===== src/rtl/systolic_array_top.sv =====
`timescale 1ns/1ps
// ---------------------------------------------------------------------------
// systolic_array_top
//
// Output-stationary M x N multiply-accumulate array.  Two independent operand
// streams (A and B) are captured in one-entry holding registers; when both
// holds are full the pair is launched into the array.  Row r receives the
// launched A delayed r cycles, column c receives the launched B delayed c
// cycles, and every PE forwards its operands one hop east/south per cycle,
// so every PE accumulates the same product sequence.
//
// Ports:
//   clk        : single clock, rising edge
//   rst_n      : synchronous active-low reset
//   a_in       : operand A data        a_in_valid / a_in_ready : A handshake
//   b_in       : operand B data        b_in_valid / b_in_ready : B handshake
// Results live in row[r].col[c].pe_inst.{acc_reg, out, out_valid}.
// ---------------------------------------------------------------------------

// ---------------------------------------------------------------------------
// systolic_pe
//
// One processing element.  Accumulates a_west*b_north whenever both incoming
// valids are high and forwards the operands with their valids one cycle later.
//
// Ports:
//   clk, rst_n                  : clock / synchronous active-low reset
//   a_west, a_valid_west        : operand A from the west neighbour
//   b_north, b_valid_north      : operand B from the north neighbour
//   a_east, a_valid_east        : registered A towards the east neighbour
//   b_south, b_valid_south      : registered B towards the south neighbour
//   out_ready                   : downstream accepts out
//   out, out_valid              : latest accumulator value and its strobe
// ---------------------------------------------------------------------------
module systolic_pe #(
    parameter int DATA_W = 8,
    parameter int ACC_W  = 32,
    parameter int SIGNED = 0
) (
    input  logic              clk,
    input  logic              rst_n,
    input  logic [DATA_W-1:0] a_west,
    input  logic              a_valid_west,
    input  logic [DATA_W-1:0] b_north,
    input  logic              b_valid_north,
    output logic [DATA_W-1:0] a_east,
    output logic              a_valid_east,
    output logic [DATA_W-1:0] b_south,
    output logic              b_valid_south,
    input  logic              out_ready,
    output logic [ACC_W-1:0]  out,
    output logic              out_valid
);

    logic [ACC_W-1:0]    acc_reg;
    logic [2*DATA_W-1:0] a_ext;
    logic [2*DATA_W-1:0] b_ext;
    logic [2*DATA_W-1:0] prod;
    logic [ACC_W-1:0]    prod_ext;
    logic [ACC_W-1:0]    acc_next;
    logic                in_valid;

    // Both operand valids travel in lock-step by construction.
    assign in_valid = a_valid_west && b_valid_north;

    // The low 2*DATA_W bits of the product of the extended operands equal the
    // true (signed or unsigned) product, which is then extended to ACC_W.
    if (SIGNED != 0) begin : g_signed
        assign a_ext    = {{DATA_W{a_west[DATA_W-1]}}, a_west};
        assign b_ext    = {{DATA_W{b_north[DATA_W-1]}}, b_north};
        assign prod     = a_ext * b_ext;
        assign prod_ext = ACC_W'($signed(prod));
    end else begin : g_unsigned
        assign a_ext    = {{DATA_W{1'b0}}, a_west};
        assign b_ext    = {{DATA_W{1'b0}}, b_north};
        assign prod     = a_ext * b_ext;
        assign prod_ext = ACC_W'(prod);
    end

    assign acc_next = acc_reg + prod_ext;   // wraps modulo 2^ACC_W

    always_ff @(posedge clk) begin
        if (!rst_n) begin
            acc_reg       <= '0;
            out           <= '0;
            out_valid     <= 1'b0;
            a_east        <= '0;
            a_valid_east  <= 1'b0;
            b_south       <= '0;
            b_valid_south <= 1'b0;
        end else begin
            a_east        <= a_west;
            a_valid_east  <= a_valid_west;
            b_south       <= b_north;
            b_valid_south <= b_valid_north;
            if (in_valid) begin
                acc_reg <= acc_next;
                out     <= acc_next;
            end
            // A result not yet taken downstream stays valid; with out_ready
            // tied high this is a one-cycle strobe per update.
            out_valid <= in_valid || (out_valid && !out_ready);
        end
    end

endmodule

module systolic_array_top #(
    parameter int DATA_W = 8,
    parameter int ACC_W  = 32,
    parameter int M      = 4,
    parameter int N      = 4,
    parameter int SIGNED = 0
) (
    input  logic              clk,
    input  logic              rst_n,
    input  logic [DATA_W-1:0] a_in,
    input  logic              a_in_valid,
    output logic              a_in_ready,
    input  logic [DATA_W-1:0] b_in,
    input  logic              b_in_valid,
    output logic              b_in_ready
);

    // ---------------- input stage ----------------
    logic [DATA_W-1:0] hold_a_reg;
    logic [DATA_W-1:0] hold_b_reg;
    logic              hold_a_full_reg;
    logic              hold_b_full_reg;
    logic              run_reg;       // low for the cycle right after reset
    logic              launch;
    logic              a_accept;
    logic              b_accept;

    assign launch     = hold_a_full_reg && hold_b_full_reg;
    assign a_in_ready = rst_n && run_reg && (!hold_a_full_reg || launch);
    assign b_in_ready = rst_n && run_reg && (!hold_b_full_reg || launch);
    assign a_accept   = a_in_valid && a_in_ready;
    assign b_accept   = b_in_valid && b_in_ready;

    always_ff @(posedge clk) begin
        if (!rst_n) begin
            run_reg         <= 1'b0;
            hold_a_reg      <= '0;
            hold_b_reg      <= '0;
            hold_a_full_reg <= 1'b0;
            hold_b_full_reg <= 1'b0;
        end else begin
            run_reg <= 1'b1;
            // A new accept in the launch cycle refills the hold immediately.
            if (a_accept) begin
                hold_a_reg      <= a_in;
                hold_a_full_reg <= 1'b1;
            end else if (launch) begin
                hold_a_full_reg <= 1'b0;
            end
            if (b_accept) begin
                hold_b_reg      <= b_in;
                hold_b_full_reg <= 1'b1;
            end else if (launch) begin
                hold_b_full_reg <= 1'b0;
            end
        end
    end

    // ---------------- skew chains ----------------
    // west_a[r] is the launched A delayed r cycles; north_b[c] likewise for B.
    logic [DATA_W-1:0] west_a  [M];
    logic              west_v  [M];
    logic [DATA_W-1:0] north_b [N];
    logic              north_v [N];

    for (genvar gi = 0; gi < M; gi++) begin : g_skew_a
        if (gi == 0) begin : g_head
            assign west_a[gi] = hold_a_reg;
            assign west_v[gi] = launch;
        end else begin : g_dly
            logic [DATA_W-1:0] d_reg;
            logic              v_reg;
            always_ff @(posedge clk) begin
                if (!rst_n) begin
                    d_reg <= '0;
                    v_reg <= 1'b0;
                end else begin
                    d_reg <= west_a[gi-1];
                    v_reg <= west_v[gi-1];
                end
            end
            assign west_a[gi] = d_reg;
            assign west_v[gi] = v_reg;
        end
    end

    for (genvar gi = 0; gi < N; gi++) begin : g_skew_b
        if (gi == 0) begin : g_head
            assign north_b[gi] = hold_b_reg;
            assign north_v[gi] = launch;
        end else begin : g_dly
            logic [DATA_W-1:0] d_reg;
            logic              v_reg;
            always_ff @(posedge clk) begin
                if (!rst_n) begin
                    d_reg <= '0;
                    v_reg <= 1'b0;
                end else begin
                    d_reg <= north_b[gi-1];
                    v_reg <= north_v[gi-1];
                end
            end
            assign north_b[gi] = d_reg;
            assign north_v[gi] = v_reg;
        end
    end

    // ---------------- PE grid ----------------
    // a_h/av_h run west->east (column index N is the east edge);
    // b_v/bv_v run north->south (row index M is the south edge).
    logic [DATA_W-1:0] a_h  [M][N+1];
    logic              av_h [M][N+1];
    logic [DATA_W-1:0] b_v  [M+1][N];
    logic              bv_v [M+1][N];
    logic [M*N-1:0]    out_ready;

    assign out_ready = '1;

    for (genvar gi = 0; gi < M; gi++) begin : g_west
        assign a_h[gi][0]  = west_a[gi];
        assign av_h[gi][0] = west_v[gi];
    end
    for (genvar gi = 0; gi < N; gi++) begin : g_north
        assign b_v[0][gi]  = north_b[gi];
        assign bv_v[0][gi] = north_v[gi];
    end

    for (genvar r = 0; r < M; r++) begin : row
        for (genvar c = 0; c < N; c++) begin : col
            logic [ACC_W-1:0] pe_out;
            logic             pe_out_valid;
            systolic_pe #(
                .DATA_W (DATA_W),
                .ACC_W  (ACC_W),
                .SIGNED (SIGNED)
            ) pe_inst (
                .clk           (clk),
                .rst_n         (rst_n),
                .a_west        (a_h[r][c]),
                .a_valid_west  (av_h[r][c]),
                .b_north       (b_v[r][c]),
                .b_valid_north (bv_v[r][c]),
                .a_east        (a_h[r][c+1]),
                .a_valid_east  (av_h[r][c+1]),
                .b_south       (b_v[r+1][c]),
                .b_valid_south (bv_v[r+1][c]),
                .out_ready     (out_ready[r*N+c]),
                .out           (pe_out),
                .out_valid     (pe_out_valid)
            );
        end
    end

endmodule


===== config.mk =====
export PLATFORM = sky130hd
export DESIGN_NAME = systolic_array_top
export DESIGN_NICKNAME = d
export VERILOG_FILES = /design/src/rtl/systolic_array_top.sv
export SDC_FILE = /design/constraint.sdc
export NUM_CORES = 1
export LEC_CHECK = 0
export CAP_MARGIN = 25
export CORE_AREA = 2 2 39 41
export CTS_CLUSTER_DIAMETER = 100
export DETAILED_ROUTE_END_ITERATION = 16
export DIE_AREA = 0 0 41 43
export GPL_TIMING_DRIVEN = 1
export PLACE_DENSITY_LB_ADDON = 0.05
export SLEW_MARGIN = 0
export SYNTH_ARGS = -nofsm -noshare
export SYNTH_HDL_FRONTEND = slang
export SYNTH_SLANG_ARGS = --single-unit

===== constraint.sdc =====
create_clock -name clk -period 1.9 [get_ports clk]
set_input_delay 0.285 -clock clk [delete_from_list [all_inputs] [get_ports clk]]
set_output_delay 0.285 -clock clk [all_outputs]
set_load 0.05 [all_outputs]

# Word level (Yosys, flattened, before mapping)

Cells that the tools add are included.

Bits in registers: 3
Bits of input ports: 20
Output and inout bits: 2
Word-level logic and storage cells: 19

Multiplexer cells: 4
Reduce and logical (&&, ||, !) cells: 12

Operators by type and width:

| kind               | number |
|---|---|
| logical AND 1 bit  | 6 |
| two-way mux 1 bit  | 4 |
| nonzero test 2 bit | 2 |
| logical NOT 1 bit  | 2 |
| logical OR 1 bit   | 2 |

# Depth between registers and ports, before layout

Depth after elaboration: 5
Gate-level depth with buffers: 2
Gate-level depth less buffers: 2

# Least setup slack after synthesis

No wires, ideal clock.

Kind: register to output
Start point: reg hold_b_full_reg
End point: out a_in_ready
Data arrival time: 1.123 ns
Required time: 1.615 ns
Setup slack: 0.492 ns
Cell stages (with the launch flop): 3
Buffers on the path: 0
Cell sequence: dfxtp_1 nand2b_1 nor2b_1

Cells in the longest elaborated chain, start to end: 3

RTL lines:

| element                | line | RTL |
|---|---|---|
| start, declared        | 129  | `logic hold_b_full_reg;` |
| start signal, assigned | 147  | `hold_b_full_reg <= 1'b0;` |
| start signal, assigned | 159  | `hold_b_full_reg <= 1'b1;` |
| start signal, assigned | 161  | `hold_b_full_reg <= 1'b0;` |
| logical AND 1 bit      | 135  | `assign launch = hold_a_full_reg && hold_b_full_reg;` |
| logical OR 1 bit       | 136  | `assign a_in_ready = rst_n && run_reg && (!hold_a_full_reg \|\| launch);` |
| logical AND 1 bit      | 136  |  |
| end, declared          | 119  | `output logic a_in_ready,` |

Every way passes these cells.

# Worst setup path in the final report

Start point: in rst_n
End point: out b_in_ready

Cells in the longest elaborated chain, start to end: 2

RTL lines:

| element                        | line | RTL |
|---|---|---|
| start, declared                | 116  | `input logic rst_n,` |
| logical AND 1 bit (2 in a row) | 137  | `assign b_in_ready = rst_n && run_reg && (!hold_b_full_reg \|\| launch);` |
| end, declared                  | 122  | `output logic b_in_ready` |

Every way passes these cells.

==> metrics.md <==
| Metric | Value |
|---|---|
| Status | `finished, final reports clean` |
| Post-CTS Hold Fix Bufs | `0` |
| Worst rel slew slack | `85.52%` |
| Setup bufs post-CTS | `0` |
| Total CTS buffers | `3` |
| Setup TNS | `0 ps` |
| Pwr Density | `945.5 mW/mm^2` |
| Core ar. | `roughly 0.0014 mm^2` |
| Max-cap violation count | `0` |
| Cells after Synth | `12` |
| Post-synth net total | `32` |
| CP endpoint kind | `primary output` |
| Syn avg cell area | `around 9.3 um^2` |
| HPWL after DPL | `between 150 and 200 um` |
| Final core utilization | `between 10% and 20%` |
| Clk sinks | `3` |
| Register Area | `about 60 um^2` |
| Layout area overhead | `104.5%` |
| GRT Util Overall | `4.714%` |
| Grt total ovfl | `0` |
| Crit path from | `rst_n` |
| Synth cell types | `5` |
| Yosys reg bits | `3` |
| First-pass GRT wire length | `469 um` |
| Critical path arrival | `1250 ps` |
| Place WS | `349.1 ps` |
| Final hold violation count | `0` |
| # port buffers | `5` |
| Ys Warns | `0` |
| Clock Skews | `2.482 ps` |
| Top cells by area, synth | `dfxtp_1 (54%), a21boi_1 (13%), nand2b_1 (11%)` |
| Worst setup path end | `b_in_ready` |
| DRC | `0` |
| Vias per cell | `2.865` |
| CP Data Required Time | `1620 ps` |
| Routed WL | `252 um` |
| Reg2Reg Launch Point | `hold_b_full_reg$_SDFFE_PN0P_` |
| Final worst-path cycle share | `about four fifths` |
| CTS tree | `done` |
| Worst-Skew Late Latency | `approximately 230 ps` |
| Syn Std Cell Area | `111.4 um^2` |
| Row count | `14` |
| Placer Congestion | `0.6153` |
| Fillers | `around 160` |
| WL/cell | `6.811 um` |
| Crit Path Class | `in2out` |
| Drt first pass iters | `2` |
| Post-synth EDFFs | `0` |
| Cts repair resizes | `0` |
| Vias in the first global route | `139` |
| Hold WS | `roughly 480 ps` |
| Slew Viols, Final | `0` |
| Root buf cell | `clkbuf_4` |
| Synth Flop Type | `dfxtp_1` |
| Die footprint | `0.001763 mm^2` |
| VDD IR max | `0.2420 mV` |
| Crit-path max FO | `4` |
| Worst-path clk slew | `40 ps` |
| Yosys top cell by area | `dfxtp_1` |
| Synth cell count leaders | `dfxtp_1 (3), nand2_1 (3), a21boi_1 (2), nand2b_1 (2), nor2b_1 (2)` |
| Nets | `between 40 and 50` |
| Die X | `41 um` |
| Slew of the pin with the lowest slew margin | `216.7 ps` |
| Pin count of the biggest net entering global routing | `5` |
| Hold Crit Class | `reg2reg` |
| Endpoints failing setup | `0` |
| Antenna-violating nets left | `0` |
| PnR worst setup slack | `367.5 ps` |
| FFs w/ async S/R, synth | `0%` |
| Ant diodes | `0` |
| Die H | `43 um` |
| Fin crit period | `1533 ps` |
| R2R setup slack | `1250 ps` |
| Worst R2R End | `hold_a_full_reg$_SDFFE_PN0P_` |
| Starting Density | `8.047%` |
| Starting DRT DRC Count | `1` |
| Num ports | `22` |
| CP Launch Type | `input pin` |
| Unrepaired setup endpoints after global routing | `false` |
| Via count | `between 100 and 150` |
| Static leakage | `0.08879 nW` |
| Multi-input gate area | `between 50 and 60 um^2` |
| Max Clk Rate | `roughly 650 MHz` |
| Sequential cell area fraction in the yosys report | `53.93%` |
| Top cell type's share of synthesized area | `53.93%` |
| Initial antenna violation count | `0` |
| Htree depth | `1` |
| Layout cells sized above 1 | `between 20% and 30%` |
| Max Root-Sink Buffers | `2` |
| Worst R2R Path Depth | `2` |
-- cell usage in the layout (no fill, tap or decap) --
| cell | n |
|---|---|
| a21boi_1 | 2 |
| clkbuf_1 | 1 |
| clkdlybuf4s50_1 | 3 |
| clkbuf_4 | 3 |
| buf_12 | 2 |
| nor2b_1 | 2 |
| nand2_1 | 3 |
| dfxtp_1 | 3 |
| nand2b_1 | 2 |
-- stage by stage --
step | power, W | instances | area [um^2]
floorplan | 0.00008655 | 12 | 111.4
global placement | 0.0001069 | 33 | 201.4
detailed placement | 0.0001067 | 33 | 201.4
finish | 0.0002153 | 37 | 227.7
global route | 0.0002308 | 37 | 227.7
CTS | 0.0002236 | 37 | 227.7
-- worst min path at each step --
stage,cells after the start,start,slack (ps),endpoint
after global placement,2,run_reg$_DFF_P_,480,hold_b_full_reg$_SDFFE_PN0P_
after global routing,2,run_reg$_DFF_P_,520,hold_b_full_reg$_SDFFE_PN0P_
after CTS,2,run_reg$_DFF_P_,490,hold_b_full_reg$_SDFFE_PN0P_
after detailed placement,2,run_reg$_DFF_P_,480,hold_b_full_reg$_SDFFE_PN0P_
after floorplan,0,rst_n,310,run_reg$_DFF_P_
final,2,run_reg$_DFF_P_,480,hold_b_full_reg$_SDFFE_PN0P_
-- metal layers --
metal	vias up	global-route usage (%)	share of wire, %
li1	55	-	-
met1	46	3.526	36
met2	3	5.625	53
met3	2	1.571	7.1
met4	0	10.00	3.2
met5	-	0	0
-- layout make-up --
cell class              count  share of cell area [%]
repair buffers              5                   30.77
well taps                  16                   8.791
clock buffers               4                   11.54
multi-input cells           9                   22.53
flip-flops and latches      3                   26.37
-- power breakdown --
part	internal [W]	total (W)	leakage, nW	switching (W)
combinational	0.0000195	0.0000359	0.0488	0.0000165
sequential	0.0000674	0.0000692	0.0250	0.00000183
clock	0.0000786	0.000110	0.0150	0.0000316
total	0.000165	0.000215	0.0888	0.0000498
-- worst max-delay path: stages --
cell and delay, ps:
clkdlybuf4s50_1 500, nand2_1 80, nor2b_1 210, buf_12 170
-- cells by family after synthesis --
| family | synth area share (%) |
|---|---|
| AO/OA/AOI/OAI | 13.48 |
| flip-flops | 53.93 |
| AND/OR/NAND/NOR | 32.58 |
(Power assumes the default switching activity.)
